File: src/rtl/instr_fetch_unit.sv
// Instruction fetch unit: owns the PC, issues one imem request at a time and
// buffers responses, tagged with their PC, in a small FIFO feeding decode.
module instr_fetch_unit #(
    parameter logic [31:0] RESET_PC   = 32'h0000_0000,
    parameter int          FIFO_DEPTH = 2
) (
    input  logic        clk,
    input  logic        reset,
    output logic        imem_req_valid,
    input  logic        imem_req_ready,
    output logic [31:0] imem_addr,
    input  logic        imem_rsp_valid,
    input  logic [31:0] imem_rsp_data,
    input  logic        redirect_valid,
    input  logic [31:0] redirect_pc,
    output logic        instr_valid,
    input  logic        instr_ready,
    output logic [31:0] instr,
    output logic [31:0] instr_pc,
    output logic        misalign_err
);
    localparam int AW = (FIFO_DEPTH > 1) ? $clog2(FIFO_DEPTH) : 1;
    localparam int CW = AW + 1;

    typedef enum logic [1:0] {IDLE, REQ, WAIT} state_t;

    state_t        state_reg, state_next;
    logic [31:0]   pc_reg, pc_next;
    logic [31:0]   req_pc_reg, req_pc_next;
    logic          drop_reg, drop_next;
    logic          misalign_reg;
    logic [AW-1:0] rd_ptr_reg, wr_ptr_reg;
    logic [CW-1:0] count_reg, count_after;
    logic [31:0]   instr_mem [FIFO_DEPTH];
    logic [31:0]   pc_mem    [FIFO_DEPTH];

    logic accept, push, pop, credit, fifo_nonempty;

    assign fifo_nonempty = (count_reg != '0);
    assign accept        = (state_reg == REQ) && imem_req_ready;
    assign push          = (state_reg == WAIT) && imem_rsp_valid && !drop_reg && !redirect_valid;
    assign pop           = fifo_nonempty && instr_ready && !redirect_valid;
    // Occupancy after this cycle's push/pop; a same-cycle pop frees its slot.
    assign count_after   = count_reg + CW'(push) - CW'(pop);
    assign credit        = (count_after < CW'(FIFO_DEPTH));

    always_comb begin
        state_next  = state_reg;
        pc_next     = pc_reg;
        req_pc_next = req_pc_reg;
        drop_next   = drop_reg;
        case (state_reg)
            IDLE: if (credit) state_next = REQ;
            REQ: begin
                if (accept) begin
                    pc_next     = pc_reg + 32'd4;
                    req_pc_next = pc_reg;
                    state_next  = WAIT;
                end
            end
            WAIT: begin
                if (imem_rsp_valid) begin
                    drop_next  = 1'b0;
                    state_next = credit ? REQ : IDLE;
                end
            end
            default: state_next = IDLE;
        endcase

        // A redirect overrides the sequential path; an in-flight request becomes stale.
        if (redirect_valid) begin
            pc_next = {redirect_pc[31:2], 2'b00};
            case (state_reg)
                REQ: begin
                    if (accept) begin
                        drop_next  = 1'b1;
                        state_next = WAIT;
                    end else begin
                        state_next = IDLE;
                    end
                end
                WAIT: begin
                    if (imem_rsp_valid) begin
                        drop_next  = 1'b0;
                        state_next = IDLE;
                    end else begin
                        drop_next  = 1'b1;
                    end
                end
                default: state_next = IDLE;
            endcase
        end
    end

    always_ff @(posedge clk) begin
        if (reset) begin
            state_reg    <= IDLE;
            pc_reg       <= RESET_PC;
            req_pc_reg   <= '0;
            drop_reg     <= 1'b0;
            misalign_reg <= 1'b0;
            rd_ptr_reg   <= '0;
            wr_ptr_reg   <= '0;
            count_reg    <= '0;
        end else begin
            state_reg    <= state_next;
            pc_reg       <= pc_next;
            req_pc_reg   <= req_pc_next;
            drop_reg     <= drop_next;
            misalign_reg <= redirect_valid && (redirect_pc[1:0] != 2'b00);
            if (redirect_valid) begin
                rd_ptr_reg <= '0;
                wr_ptr_reg <= '0;
                count_reg  <= '0;
            end else begin
                if (push) wr_ptr_reg <= wr_ptr_reg + AW'(1);
                if (pop)  rd_ptr_reg <= rd_ptr_reg + AW'(1);
                count_reg <= count_after;
            end
        end
    end

    always_ff @(posedge clk) begin
        if (push) begin
            instr_mem[wr_ptr_reg] <= imem_rsp_data;
            pc_mem[wr_ptr_reg]    <= req_pc_reg;
        end
    end

    assign imem_req_valid = (state_reg == REQ);
    assign imem_addr      = pc_reg;
    assign instr_valid    = fifo_nonempty;
    assign instr          = fifo_nonempty ? instr_mem[rd_ptr_reg] : '0;
    assign instr_pc       = fifo_nonempty ? pc_mem[rd_ptr_reg] : '0;
    assign misalign_err   = misalign_reg;

    // imem must only respond while a request is outstanding.
    rsp_in_wait_only: assert property (@(posedge clk) disable iff (reset)
        !(imem_rsp_valid && (state_reg != WAIT)));
endmodule

File: config.mk
export PLATFORM = sky130hd
export DESIGN_NAME = instr_fetch_unit
export DESIGN_NICKNAME = d
export VERILOG_FILES = /design/src/rtl/instr_fetch_unit.sv
export SDC_FILE = /design/constraint.sdc
export NUM_CORES = 1
export LEC_CHECK = 0
export ABC_AREA = 1
export BUFFER_PORTS_ARGS = -buffer_cell sky130_fd_sc_hd__buf_2
export CAP_MARGIN = 20
export CORE_MARGIN = 2
export CORE_UTILIZATION = 50
export DETAILED_ROUTE_END_ITERATION = 8
export GPL_TIMING_DRIVEN = 0
export PLACE_DENSITY = 0.83
export SLEW_MARGIN = 15
export SYNTH_ARGS = -nofsm -noshare
export SYNTH_HDL_FRONTEND = slang
export SYNTH_SLANG_ARGS = --single-unit
File: constraint.sdc
create_clock -name clk -period 6.3 [get_ports clk]
set_input_delay 0.945 -clock clk [delete_from_list [all_inputs] [get_ports clk]]
set_output_delay 0.945 -clock clk [all_outputs]
set_load 0.02 [all_outputs]
* Yosys cells after proc, flatten, opt, wreduce, memory -nomap -nowiden
Memory sizes are Yosys's and may differ from the RTL's. A register that Yosys moved wholly into a read port is not among the register bits.
Index checks and enable logic that the tools add are counted.
** Operators by class
- $add $sub $neg :: 5
- Reduce and logical (&&, ||, !) cells :: 17
- Multiplexer cells :: 26
- Equality and inequality tests :: 2
- Magnitude comparators :: 1
** Operators with widths (count)
- $mux W32 :: 5
- $add A32 B3 Y32 const B :: 1
- $mux W1 :: 12
- $mux W2 :: 6
- $reduce_bool A2 Y1 :: 4
- $logic_and A1 B1 Y1 :: 7
- $pmux W2 S3 :: 1
- $pmux W2 S2 :: 1
- $reduce_and A2 Y1 :: 2
- $add A1 B1 Y1 const B :: 2
- $add A2 B1 Y2 :: 1
- $eq A2 B1 Y1 const B :: 1
- $eq A2 B2 Y1 const B :: 1
- $logic_not A1 Y1 :: 2
- $logic_not A2 Y1 :: 1
- $lt A2 B2 Y1 const B :: 1
- $pmux W1 S2 :: 1
- $reduce_or A2 Y1 :: 1
- $sub A2 B1 Y2 :: 1
** Word-level totals
- Flip-flop bits (word level) :: 72
- RAM bits :: 128
- Output and inout port bits :: 99
- Memories :: 2
- Bits of input ports :: 70
- Word-level logic and storage cells :: 62
** Memory list
- instr_mem :: words 2, width 32, rd ports 1, clocked after Yosys merged registers in 1, write ports 1, RTL line 34 : logic [31:0] instr_mem [FIFO_DEPTH];
- pc_mem :: words 2, width 32, rd ports 1, clocked after Yosys merged registers in 1, write ports 1, RTL line 35 : logic [31:0] pc_mem [FIFO_DEPTH];

* Longest topological paths before layout
- Word-level depth :: 13
- Depth in mapped cells :: 13
- Gate-level depth less buffers :: 13

* Worst setup path before layout
No wires, ideal clock.
- Kind :: input -> register
- From :: in redirect_valid
- To :: mem instr_mem[1][0] (enable)
- Library setup time :: 0.484 ns
- Slack :: 1.775 ns
- Path buffers :: 1
- Stages on the path :: 4
- Data arrival time :: 4.041 ns
- Data required time :: 5.816 ns
- Path through :: buf_2 > nor3_1 > inv_1 > nor2_1
** Between the ends
- Longest elaborated chain between the ends :: 4
** RTL lines
- from (decl) :: RTL line 14 : input logic redirect_valid,
- $logic_not A1 Y1 :: RTL line 41 : assign push = (state_reg == WAIT) && imem_rsp_valid && !drop_reg && !redirect_valid;
- $logic_and A1 B1 Y1 :: RTL line 41
- $mux W1 :: RTL line 124 : if (push) begin
- $mux W1 (not written as such) :: RTL line 125 : instr_mem[wr_ptr_reg] <= imem_rsp_data;
- to (decl) :: RTL line 34
Every way passes these cells.

* Worst setup path in the final report
- From :: reg count_reg[1]
- To :: out instr_pc[18]
** Between the ends
- Longest elaborated chain between the ends :: 2
** RTL lines
- from (decl) :: RTL line 33 : logic [CW-1:0] count_reg, count_after;
- from (signal assigned) :: RTL line 118 : count_reg <= count_after;
- $reduce_bool A2 Y1 :: RTL line 39 : assign fifo_nonempty = (count_reg != '0);
- $mux W32 :: RTL line 134 : assign instr_pc = fifo_nonempty ? pc_mem[rd_ptr_reg] : '0;
- to (decl) :: RTL line 19 : output logic [31:0] instr_pc,
Every way passes these cells.

==> flow_summary.json <==
{
  "status": "complete, no violations",
  "path_class": "reg2out",
  "track_usage_pct": 22.9,
  "clk_pin_slew_worst_paths_ps": 70,
  "switching_share_pct": 22.1,
  "diodes": 0,
  "vias": 6810,
  "die_y_um": 133,
  "r2r-end": "state_reg[1]$_SDFF_PP0_",
  "via_per_inst": 5.17,
  "cp-end-kind": "output port",
  "final_cell_mix": "nand2_1, buf_2, edfxtp_1",
  "drive_above_1_share_pct": 21.6,
  "finish.instance_area_um2": 10000,
  "grt_pass1_vias": 6326,
  "finClkSkew_ps": 11.6,
  "p_int_mw": 2.00,
  "synth_top_area_share_pct": 45.1,
  "cts_sinks": 193,
  "final_nets": 1165,
  "ctsResizeCount": 0,
  "grt-ovfl-total": 0,
  "area_growth_pct": 21.5,
  "drt_iter0_markers": 455,
  "antenna_found_initial": 0,
  "setup_viol": 0,
  "slowest_stage": "nor2_1",
  "synthFlopType": "edfxtp_1",
  "ys_seq_area_share_pct": 61.8,
  "path_cells": "nor2_1 > clkbuf_1 > a21oi_1 > buf_2",
  "final_common_cell": "nand2_1",
  "startpoint_type": "flop",
  "rows": 46,
  "numCtsBuffers": 17,
  "finalCriticalPeriod_ps": 3170,
  "leakage_nw": 4.12,
  "netlist-cell-type-count": 33,
  "largest_register": "instr_mem",
  "synth_area_leaders": "edfxtp_1, dfxtp_1, nand2_1",
  "top_regs": "instr_mem (64), pc_mem (60)",
  "min_path_type": "reg2reg",
  "die_x_um": 133,
  "crit_arrival_ps": 2230,
  "r2r_setup_slack_ps": 3760,
  "holdPathStages": 0,
  "post-route-drc-count": 0,
  "final_antenna_net_count": 0,
  "die_area_um2": 17600,
  "gp_congestion": 1.01,
  "h-tree-depth": 4,
  "worst_pin_slew_ps": 916,
  "max_freq_mhz": 315,
  "yosys_warnings": 0,
  "core_area_um2": 16000,
  "fin_tns_setup_ps": 0,
  "reg2reg_from": "count_reg[1]$_SDFF_PP0_",
  "clkLatencyLatePin_ps": 420,
  "grt_max_degree": 30,
  "finalCritPeriodShare_pct": 50.3,
  "report.final.slew_viol_count": 0,
  "netlist_area_um2": 8260,
  "cts_tree": "built",
  "critPathMaxFanout": 10,
  "hold_viol": 0,
  "cap_violations": 0,
  "dp.final_hpwl_mm": 14.7,
  "cts_buffer_depth": 2,
  "cts_setup_buffers": 0,
  "hp-start": "req_pc_reg[21]$_SDFFE_PP0P_",
  "crit_path_max_incr_delay_ps": 700,
  "power_density_nw_per_um2": 256,
  "power_switching_mw": 0.569,
  "grt_pass1_wl_mm": 31.7,
  "ios": 169,
  "drt_wl_total_mm": 20.0,
  "rsz0062_at_grt": "no",
  "pwr-share-comb_pct": 5.6,
  "path_delay_family": "simple AND/OR/NAND/NOR gates",
  "clock_tree.root_cell": "clkbuf_16",
  "critPathBufInv": 2,
  "seqPwrFrac_pct": 54.2,
  "ys_seq_elements": 193,
  "start_util_pct": 51.6,
  "syn_area_per_cell_um2": 9.19,
  "max-vdd-ir-drop_mv": 0.193,
  "postCtsHoldBufs": 0,
  "cp_data_required_time_ps": 5350,
  "wl_per_cell_um": 15.2,
  "yosys.area.top_type": "edfxtp_1",
  "clock_power_share_pct": 40.2,
  "ys_async_sr_fraction_pct": 0,
  "post_dp_cell_area_um2": 9460,
  "first_pass_iters": 6,
  "largest_reg_flops": 64,
  "synth_cells": 899,
  "synth-edff-count": 124,
  "slew_headroom_pct": 38.7,
  "portBuffers": 163,
  "hold_path_end": "pc_mem[1][21]$_DFFE_PP_",
  "r2r_cells": 11
}
## per-layer routing
layer	GRT usage, %	wire [um]
met1	29.7	8560
met2	38.3	9450
met3	4.41	1520
met4	8.78	509
met5	0	0
## area by class of cell
| class | count | area [um^2] |
|---|---|---|
| clock buffers | 23 | 479 |
| flip-flops and latches | 193 | 5100 |
| well taps | 216 | 270 |
| inverters | 70 | 263 |
| fillers | 1304 | 5970 |
| clock inverters | 9 | 93.8 |
| repair buffers | 167 | 903 |
| multi-input cells | 597 | 2730 |
| plain buffers | 42 | 188 |
## per-stage QoR
step	power, mW	cells	setup slack [ps]	hold slack (ps)	utilization [%]
2_1_floorplan	1.50	902	1780	420	-
3_3_place_gp	1.56	1281	283	429	58.5
3_5_place_dp	1.56	1285	3350	438	59.1
4_1_cts	2.59	1317	3090	458	62.7
5_1_grt	2.65	1317	2950	468	62.7
6_report	2.57	1317	3130	456	62.7
## how the worst max path moves through the flow
stage                                  from                         end  slack, ps  depth (start not counted)
global placement             redirect_valid  instr_mem[1][15]$_DFFE_PP_        280                          5
global route        count_reg[1]$_SDFF_PP0_                instr_pc[10]       2950                          4
CTS                 count_reg[1]$_SDFF_PP0_                instr_pc[18]       3090                          4
floorplan                    redirect_valid   instr_mem[1][0]$_DFFE_PP_       1780                          4
detailed placement           redirect_valid     pc_mem[1][28]$_DFFE_PP_       3350                          6
finish              count_reg[1]$_SDFF_PP0_                instr_pc[18]       3130                          4
## synthesized netlist by cell type (4+ instances only)
library cell and count:
nand2_2 8, nor2_1 64, xor2_1 4, ha_1 7, nand3_1 31, buf_4 5, nor2_2 5, a21oi_1 110
inv_2 4, dfxtp_1 69, nand2_1 279, buf_2 8, nor2_4 5, edfxtp_1 124, a31oi_1 7, clkbuf_1 26
o21ai_0 56, inv_1 66
## power by group through the flow
stage               Sequential [mW]  Clock (mW)  Combinational (mW)
floorplan                      1.43           0              0.0693
global placement               1.42           0               0.137
detailed placement             1.42           0               0.141
CTS                            1.39        1.05               0.143
global route                   1.40        1.10               0.159
finish                         1.39        1.04               0.144
## cell families (layout without fill, tap and decap cells)
family	count (synthesis)	count (layout)	synth area share, %
flip-flops	193	193	61.8
AO/OA/AOI/OAI	182	182	11.4
AND/OR/NAND/NOR	400	400	19.8
buffers and inverters	112	311	5.45
adder cells (fa/ha/maj)	7	7	1.06
other	1	4	0.0454
XOR/XNOR	4	4	0.424
Note: power is estimated with default switching activity, not from simulation.
